[src/rtl/pdes_sched_ctrl.sv]
// Scheduler controller for a parallel discrete-event simulator: seeds LPs, moves
// core events into an external priority queue, dispatches to idle cores, tracks GVT.
module pdes_sched_ctrl #(
  parameter int NUM_CORE  = 4,
  parameter int NB_COREID = 2,
  parameter int NUM_LP    = 8,
  parameter int NB_LPID   = 3,
  parameter int TIME_WID  = 16,
  parameter int MSG_WID   = 32
) (
  input  logic                         clk,
  input  logic                         rst_n,
  input  logic                         i_start,
  input  logic [TIME_WID-1:0]          i_end_time,
  input  logic                         i_pause,
  input  logic [NUM_CORE-1:0]          i_core_evt_vld,
  input  logic [NUM_CORE*MSG_WID-1:0]  i_core_evt_data,
  output logic [NUM_CORE-1:0]          o_core_evt_ack,
  input  logic [NUM_CORE-1:0]          i_core_ready,
  output logic [NUM_CORE-1:0]          o_core_disp_vld,
  output logic [MSG_WID-1:0]           o_disp_data,
  output logic                         o_q_enq,
  output logic [MSG_WID-1:0]           o_q_enq_data,
  output logic                         o_q_deq,
  input  logic [MSG_WID-1:0]           i_q_head,
  input  logic                         i_q_empty,
  input  logic                         i_q_full,
  input  logic [TIME_WID-1:0]          i_core_min_time,
  input  logic                         i_core_min_vld,
  output logic [TIME_WID-1:0]          o_gvt,
  output logic                         o_done,
  output logic                         o_busy,
  output logic [31:0]                  o_disp_count
);

  localparam int ANTI_BIT = TIME_WID + NB_LPID;

  typedef enum logic [2:0] {S_IDLE, S_INIT, S_RUN, S_PAUSE, S_DONE} state_t;

  state_t                r_state, w_state_next;
  logic [TIME_WID-1:0]   r_end_time;
  logic [TIME_WID-1:0]   r_gvt;
  logic [31:0]           r_disp_count;
  logic [NB_LPID-1:0]    r_lp_cnt;
  logic [NB_COREID-1:0]  r_rx_ptr;
  logic [NB_COREID-1:0]  r_dp_ptr;

  logic [MSG_WID-1:0]    w_core_msg [NUM_CORE];
  logic [MSG_WID-1:0]    w_rx_msg;
  logic [NB_COREID-1:0]  w_rx_idx, w_dp_idx;
  logic                  w_rx_grant, w_dp_grant, w_rx_null, w_lp_adv;
  logic                  w_cand_vld;
  logic [TIME_WID-1:0]   w_cand, w_head_time;

  genvar gi;
  generate
    for (gi = 0; gi < NUM_CORE; gi++) begin : g_msg
      assign w_core_msg[gi] = i_core_evt_data[gi*MSG_WID +: MSG_WID];
    end
  endgenerate

  // First requester at or after ptr, wrapping around the core set.
  function automatic logic [NB_COREID-1:0] rr_pick(input logic [NUM_CORE-1:0] req,
                                                   input logic [NB_COREID-1:0] ptr);
    logic [NB_COREID-1:0] pick;
    logic                 found;
    int                   idx;
    pick  = '0;
    found = 1'b0;
    for (int k = 0; k < NUM_CORE; k++) begin
      idx = int'(ptr) + k;
      if (idx >= NUM_CORE) idx = idx - NUM_CORE;
      if (!found && req[idx]) begin
        found = 1'b1;
        pick  = NB_COREID'(idx);
      end
    end
    return pick;
  endfunction

  function automatic logic [NB_COREID-1:0] ptr_after(input logic [NB_COREID-1:0] g);
    return (g == NB_COREID'(NUM_CORE - 1)) ? '0 : g + 1'b1;
  endfunction

  assign w_rx_idx  = rr_pick(i_core_evt_vld, r_rx_ptr);
  assign w_dp_idx  = rr_pick(i_core_ready, r_dp_ptr);
  assign w_rx_msg  = w_core_msg[w_rx_idx];
  assign w_rx_null = w_rx_msg[ANTI_BIT] && (w_rx_msg[ANTI_BIT-1:0] == '0);

  assign w_rx_grant = ((r_state == S_RUN) || (r_state == S_PAUSE)) &&
                      !i_q_full && (|i_core_evt_vld);
  // Receive wins the cycle; pause gates dispatch immediately, even before PAUSE is entered.
  assign w_dp_grant = (r_state == S_RUN) && !i_pause && !w_rx_grant &&
                      !i_q_empty && (|i_core_ready);

  assign w_head_time = i_q_head[TIME_WID-1:0];

  always_comb begin
    w_cand_vld = i_core_min_vld || !i_q_empty;
    w_cand     = w_head_time;
    if (i_core_min_vld && !i_q_empty)
      w_cand = (i_core_min_time < w_head_time) ? i_core_min_time : w_head_time;
    else if (i_core_min_vld)
      w_cand = i_core_min_time;
  end

  always_ff @(posedge clk or negedge rst_n) begin
    if (!rst_n) r_state <= S_IDLE;
    else        r_state <= w_state_next;
  end

  always_comb begin
    w_state_next    = r_state;
    w_lp_adv        = 1'b0;
    o_q_enq         = 1'b0;
    o_q_enq_data    = w_rx_msg;
    o_q_deq         = w_dp_grant;
    o_core_evt_ack  = w_rx_grant ? (NUM_CORE'(1) << w_rx_idx) : '0;
    o_core_disp_vld = w_dp_grant ? (NUM_CORE'(1) << w_dp_idx) : '0;
    o_disp_data     = i_q_head;
    unique case (r_state)
      S_IDLE: if (i_start) w_state_next = S_INIT;
      S_INIT: begin
        o_q_enq_data = '0;
        o_q_enq_data[TIME_WID +: NB_LPID] = r_lp_cnt;
        if (!i_q_full) begin
          o_q_enq  = 1'b1;
          w_lp_adv = 1'b1;
          if (r_lp_cnt == NB_LPID'(NUM_LP - 1)) w_state_next = S_RUN;
        end
      end
      S_RUN: begin
        o_q_enq = w_rx_grant && !w_rx_null;
        if (r_gvt > r_end_time) w_state_next = S_DONE;
        else if (i_pause)       w_state_next = S_PAUSE;
      end
      S_PAUSE: begin
        o_q_enq = w_rx_grant && !w_rx_null;
        if (r_gvt > r_end_time) w_state_next = S_DONE;
        else if (!i_pause)      w_state_next = S_RUN;
      end
      S_DONE:  w_state_next = S_IDLE;
      default: w_state_next = S_IDLE;
    endcase
  end

  always_ff @(posedge clk or negedge rst_n) begin
    if (!rst_n) begin
      r_end_time   <= '0;
      r_gvt        <= '0;
      r_disp_count <= '0;
      r_lp_cnt     <= '0;
      r_rx_ptr     <= '0;
      r_dp_ptr     <= '0;
    end else begin
      if (r_state == S_IDLE && i_start) begin
        r_end_time   <= i_end_time;
        r_gvt        <= '0;
        r_disp_count <= '0;
        r_lp_cnt     <= '0;
      end
      if (w_lp_adv) r_lp_cnt <= r_lp_cnt + 1'b1;
      // GVT only moves forward, and only from a live candidate.
      if ((r_state == S_RUN || r_state == S_PAUSE) && w_cand_vld && (w_cand >= r_gvt))
        r_gvt <= w_cand;
      if (w_rx_grant) r_rx_ptr <= ptr_after(w_rx_idx);
      if (w_dp_grant) begin
        r_dp_ptr <= ptr_after(w_dp_idx);
        if (r_disp_count != '1) r_disp_count <= r_disp_count + 1'b1;
      end
    end
  end

  assign o_gvt        = r_gvt;
  assign o_disp_count = r_disp_count;
  assign o_done       = (r_state == S_DONE);
  assign o_busy       = (r_state == S_INIT) || (r_state == S_RUN) || (r_state == S_PAUSE);

endmodule
[config.mk]
export PLATFORM = sky130hd
export DESIGN_NAME = pdes_sched_ctrl
export DESIGN_NICKNAME = d
export VERILOG_FILES = /design/src/rtl/pdes_sched_ctrl.sv
export SDC_FILE = /design/constraint.sdc
export NUM_CORES = 1
export LEC_CHECK = 0
export ABC_CLOCK_PERIOD_IN_PS = 3100
export CAP_MARGIN = 20
export CORE_UTILIZATION = 40
export CTS_CLUSTER_SIZE = 12
export DETAILED_ROUTE_END_ITERATION = 8
export GPL_ROUTABILITY_DRIVEN = 0
export PLACE_DENSITY = 0.91
export SYNTH_ARGS = -nofsm -noshare
export SYNTH_HDL_FRONTEND = slang
export SYNTH_SLANG_ARGS = --single-unit
[constraint.sdc]
create_clock -name clk -period 3.1 [get_ports clk]
set_clock_uncertainty 0.1 [all_clocks]
set_input_delay 0.62 -clock clk [delete_from_list [all_inputs] [get_ports clk]]
set_output_delay 0.62 -clock clk [all_outputs]
set_load 0.03 [all_outputs]
## After elaboration in Yosys (flattened, before gate mapping)

Index checks and enable logic that the tools add are counted.

| word-level totals | value |
|---|---|
| bits in registers | 74 |
| bits of input ports | 207 |

| cells by class | value |
|---|---|
| add/sub/neg operators | 18 |
| shifts and indexed selects | 2 |
| magnitude comparators | 20 |
| mux-type cells | 75 |
| reductions and logical operators | 41 |
| equality and inequality tests | 13 |
| bitwise logic cells | 1 |

Operators by type and width:

| operator | number |
|---|---|
| 32-bit 2-to-1 mux | 14 |
| 32-bit by 4-bit < comparator with 1-bit output, second input constant | 8 |
| 16-bit 2-to-1 mux | 5 |
| 32-bit binary-select mux with 2-bit select | 1 |
| 32-bit by 1-bit adder with 32-bit output, second input constant | 1 |
| 32-bit inequality test, second input constant | 1 |
| 3-bit 2-to-1 mux | 9 |
| 1-bit 2-to-1 mux | 24 |
| 3-bit by 3-bit subtractor with 4-bit output, second input constant | 6 |
| 3-bit >= comparator, second input constant | 7 |
| 2-bit 2-to-1 mux | 10 |
| 19-bit zero test | 1 |
| 1-bit logical AND | 18 |
| 1-bit binary-select mux with 2-bit select | 8 |
| 16-bit >= comparator | 1 |
| 16-bit > comparator | 1 |
| 16-bit < comparator | 1 |
| 2-bit by 2-bit adder with 3-bit output, second input constant | 4 |
| 3-bit case mux with 4 select lines | 1 |
| 1-bit zero test | 11 |
| 4-bit 2-to-1 mux | 2 |
| 4-bit OR reduction | 2 |
| 1-bit by 2-bit << shifter with 4-bit output, first input constant | 2 |
| 2-bit by 3-bit subtractor with 4-bit output, second input constant | 2 |
| 17 further kinds | 30 |

## Logic depth before layout (Yosys ltp)

Gate-level depths: netlist of the first run.

| logic depth | value |
|---|---|
| word-level depth | 24 |
| mapped depth | 20 |

## Least setup slack after synthesis of the first run

No wires, ideal clock.

| path | value |
|---|---|
| path type | input to register |
| start | in i_q_head[9] |
| end | reg r_gvt[10], in the netlist o_gvt[10] |
| stages on the path | 18 |
| arrival | 4.279 ns |
| slack | -1.404 ns |
| path buffers | 2 |
| required time | 2.875 ns |
| cell sequence | inv_1 -> ha_1 -> a21o_1 -> a21o_1 -> a21oi_1 -> o21ai_0 -> a21oi_1 -> o21ai_1 -> buf_2 -> mux2_2 -> ha_1 -> or4_1 -> a211oi_1 -> nor4_1 -> a2111oi_2 -> nor3_2 -> buf_4 -> mux2_2 |

| on the way | value |
|---|---|
| word-level cells in the longest chain between the ends | 6 |
| elaborated cells on any way between the ends | 8 |
| classes of those cells | order compare: 2; mux: 4; reduce/logical: 2 |

RTL lines:

| item | line | text |
|---|---|---|
| start: declaration | 25 | `input logic [MSG_WID-1:0] i_q_head,` |
| 16-bit < comparator | 102 | `w_cand = (i_core_min_time < w_head_time) ? i_core_min_time : w_head_time;` |
| 16-bit 2-to-1 mux | 102 |  |
| 16-bit 2-to-1 mux (*) | 101 | `if (i_core_min_vld && !i_q_empty)` |
| 16-bit >= comparator | 164 | `if ((r_state == S_RUN \|\| r_state == S_PAUSE) && w_cand_vld && (w_cand >= r_gvt))` |
| 1-bit logical AND | 164 |  |
| 16-bit 2-to-1 mux or 2-bit nonzero test (tied branches) | n/a |  |
| end signal: assignment | 165 | `r_gvt <= w_cand;` |
| end: declaration | 42 | `logic [TIME_WID-1:0] r_gvt;` |

Every way passes the cells marked *; elsewhere a longest branch is shown, timed or not.
A chain may end at the register's enable or synchronous reset.

## Final worst setup path of the first run

| path | value |
|---|---|
| start | in i_core_min_time[13] |
| end | reg r_gvt[10], in the netlist o_gvt[10] |

| on the way | value |
|---|---|
| word-level cells in the longest chain between the ends | 6 |
| elaborated cells on any way between the ends | 8 |
| classes of those cells | order compare: 2; mux: 4; reduce/logical: 2 |

RTL lines:

| item | line | text |
|---|---|---|
| start: declaration | 28 | `input logic [TIME_WID-1:0] i_core_min_time,` |
| 16-bit < comparator | 102 |  |
| 16-bit 2-to-1 mux | 102 |  |
| 16-bit 2-to-1 mux (*) | 101 |  |
| 16-bit >= comparator | 164 |  |
| 1-bit logical AND | 164 |  |
| 16-bit 2-to-1 mux or 2-bit nonzero test (tied branches) | n/a |  |

Marked as above.

==> results of run 1 <==
## worst max-delay path by stage
| stage | from | end | slack, ps | depth (start not counted) |
|---|---|---|---|---|
| final | i_core_min_time[13] | o_gvt[10]$_DFFE_PN0P_ | -1060 | 17 |
| after global routing | i_core_min_time[13] | o_gvt[10]$_DFFE_PN0P_ | -1160 | 17 |
| after CTS | i_q_head[13] | o_gvt[10]$_DFFE_PN0P_ | -920 | 19 |
| after detailed placement | i_q_head[9] | o_gvt[8]$_DFFE_PN0P_ | -1780 | 21 |
| after global placement | i_q_head[9] | o_gvt[1]$_DFFE_PN0P_ | -1650 | 19 |
| after floorplan | i_q_head[9] | o_gvt[10]$_DFFE_PN0P_ | -1040 | 18 |
## cells by family after synthesis
family	Yosys count	share of synthesized area, %
muxes	121	20.0
xor gates and xnor gates	10	1.36
AOI/OAI and AO/OA	107	10.3
buffers and inverters	116	9.16
DFF	74	28.7
and+or+nand+nor	246	19.2
adders and majority gates	58	11.3
## cells in the final DEF (no fill, tap or decap), types with 35 or more instances in the layout
cell             instances
o21ai_0                 40
mux2_2                  35
buf_6                   43
clkdlybuf4s50_1        217
buf_4                   64
inv_1                   40
dfrtp_1                 73
mux2i_1                 50
ha_1                    37
nand2_1                 50
nor2_1                  47
## metrics by stage
step                util, %  setup WS (ps)  hold slack (ps)
floorplan                 -          -1040              224
global placement       64.4          -1650              372
detailed placement     64.4          -1780              393
CTS                    72.0           -924              370
global route           74.8          -1160              410
finish                 74.8          -1060              333
## worst max-delay path: cells and delay by family
family / cells / cell delay, ps
simple gates: 5 / 1190
compound gates: 4 / 890
mux: 2 / 610
buf+inv: 4 / 550
fa+ha+maj: 2 / 420
## final cells by class
type / count / area [sq um] / share of cell area (%)
Multi-Input combinational cell: 542 / 4960 / 41.9
Timing Repair Buffer: 401 / 4220 / 35.7
Sequential cell: 74 / 1850 / 15.7
Tap cell: 216 / 270 / 2.28
Clock buffer: 11 / 243 / 2.05
Inverter: 51 / 210 / 1.78
Clock inverter: 5 / 85.1 / 0.719
## synthesized netlist by cell type (all sizes together), types with 2 or more instances
cell type | count | area [sq um]
nor2 | 76 | 285
dfrtp | 74 | 1850
mux2 | 62 | 698
mux2i | 59 | 591
ha | 58 | 726
nand2 | 52 | 198
inv | 51 | 191
o21ai | 47 | 235
buf | 46 | 328
nand3 | 34 | 175
clkbuf | 19 | 71.3
nand4 | 18 | 119
a21o | 17 | 128
a211oi | 15 | 113
a21oi | 14 | 70.1
and2 | 13 | 83.8
and3 | 13 | 86.3
nand2b | 9 | 56.3
xor2 | 7 | 61.3
and4 | 5 | 46.3
nor2b | 4 | 25.0
nor3 | 4 | 25.0
a31oi | 3 | 18.8
nor4 | 3 | 18.8
o211ai | 3 | 22.5
or3 | 3 | 18.8
xnor2 | 3 | 26.3
and3b | 2 | 17.5
nand4b | 2 | 17.5
o21a | 2 | 15.0
## report_power, final
group          switching [mW]  total (mW)  leakage [nW]  internal, mW
clock network           0.453        1.18         0.156         0.732
registers               0.222        1.44         0.981          1.22
logic                    3.54        6.86          4.18          3.32
## sequential cells by signal, summed over array words and instances (netlist names)
name	count
o_disp_count	32
o_gvt	16
r_dp_ptr	2
r_end_time	16
r_lp_cnt	3
r_rx_ptr	2
r_state	3
## timing repair
action	4_1_cts	5_1_grt
pin swaps	51	47
endpoints found under the hold margin	0	0
buffers inserted	25	23
endpoints found under the setup margin	55	56
resized for setup	276	118
cloned	5	4
## per-layer routing
| metal | GRT usage [%] | share of wire, % | up-vias |
|---|---|---|---|
| li1 | - | - | 3242 |
| met1 | 34.9 | 36 | 3507 |
| met2 | 52.2 | 50 | 387 |
| met3 | 7.90 | 8.0 | 100 |
| met4 | 11.4 | 5.5 | 0 |
| met5 | 0 | 0 | - |
==> results.txt, run 1 <==
Slowest CP cell = or4_4
Crit path time final = 4160 ps
Largest net degree at the start of global routing = 75
Vias = 7236
Post-synth EDFFs = 0
DRC = 0
CTS Root Cell = clkbuf_16
Area Overhead vs Synth = 83.7%
Worst skew pair latency = 350 ps
CP startpoint kind = input pin
Hold/Removal Path Class = input pin to asynchronous set/reset pin
Post-Place Cell Area = 0.0102 sq mm
Routed WL = 29.3 mm
Power Density = 801 mW/mm^2
Max Buffers Root-to-Sink = 2
Cell Area, Synth = 0.00644 sq mm
Final ANT Viol Nets = 0
Overall Global Routing Usage = 29.9%
Final Hold Viols = 0
1st-iter DRT viols = 509
Setup TNS = -27320 ps
Layout cells sized above 1 = 35.4%
Ant diodes = 0
Tot Pwr = 9.48 mW
Status = finished, violations left
Final net count = 1344
Setup violators final = 53
Crit Path Category = input pin to flop
Crit-path cells = buf_2 > ha_4 > buf_6 > nand4_1 > nor3_2 > a21oi_2 > o21ai_2 > buf_12 > mux2_4 > ha_4 > or4_4 > a211oi_4 > nor4_2 > a2111oi_2 > nor3_2 > buf_4 > mux2_4
Wire length per cell = 22.6 um
Setup WS post-layout = -1060 ps
Slew Limit Fails = 0
Fillers = 1004
Slew Limit Headroom = 34.0%
P_leak = 5.31 nW
Post-route clock period utilization = 134%
Asr flop ratio synth = 100%
Antenna violations before repair = 0
WP data required = 3230 ps
Die height = 129 um
Flop2flop setup slack = 470 ps
Cts bufs inserted = 9
Distinct cell type count after synthesis = 56
R2R Path Start = o_gvt[3]$_DFFE_PN0P_
Fmax = 240 MHz
FF-to-FF path depth = 9
Violated checks = setup timing
Clock Sinks = 74
I/O pin count = 331
Top FF cell, synth = dfrtp_1
Mapped Cells = 732
Die width = 129 um
Row Count = 46
Vias in the first global route = 7127
Die ar. = 0.0166 sq mm
Placed cells = 1246
CTS clk-pin slew, worst paths = 60 ps
Syn_nets = 997
Crit-path max FO = 8
Critical path arrival = 4290 ps
GRT overflow = 0
Initial Utilization = 40.7%
Router iterations before antenna repair = 5
CTS tree = built
R2r endpoint = o_gvt[10]$_DFFE_PN0P_
Non-Filler Instances = 1300
DR vias/cell = 5.57
DP Wirelength = 17.4 mm
Maxcap violations = 0
Final design area excluding fillers = 0.0118 sq mm
RSZ-0062 raised after global routing = yes
Yosys warns = 0
Sequential area share after synthesis = 28.7%
Core area = 0.0158 sq mm
Crit path largest cell delay = 540 ps
Seq cells post-synth = 74
Crit. End Element = flop
Post-CTS Hold Fix Bufs = 0
Port bufs = 298
Htree depth = 3
Worst-Margin Slew = 990 ps
First-pass GRT wire length = 37.6 mm
Peak VDD IR = 0.872 mV
Synthesized area per cell = 8.80 sq um
Power figures use the tool's default switching activity.
==> run 2, diff against run 1 <==
--- a/config.mk
+++ b/config.mk
@@ -8,7 +8,6 @@
 export ABC_CLOCK_PERIOD_IN_PS = 3100
 export CAP_MARGIN = 20
 export CORE_UTILIZATION = 40
-export CTS_CLUSTER_SIZE = 12
 export DETAILED_ROUTE_END_ITERATION = 8
 export GPL_ROUTABILITY_DRIVEN = 0
 export PLACE_DENSITY = 0.91
==> results of run 2 <==
No change in the layout: final DEF, timing and power equal those of run 1.
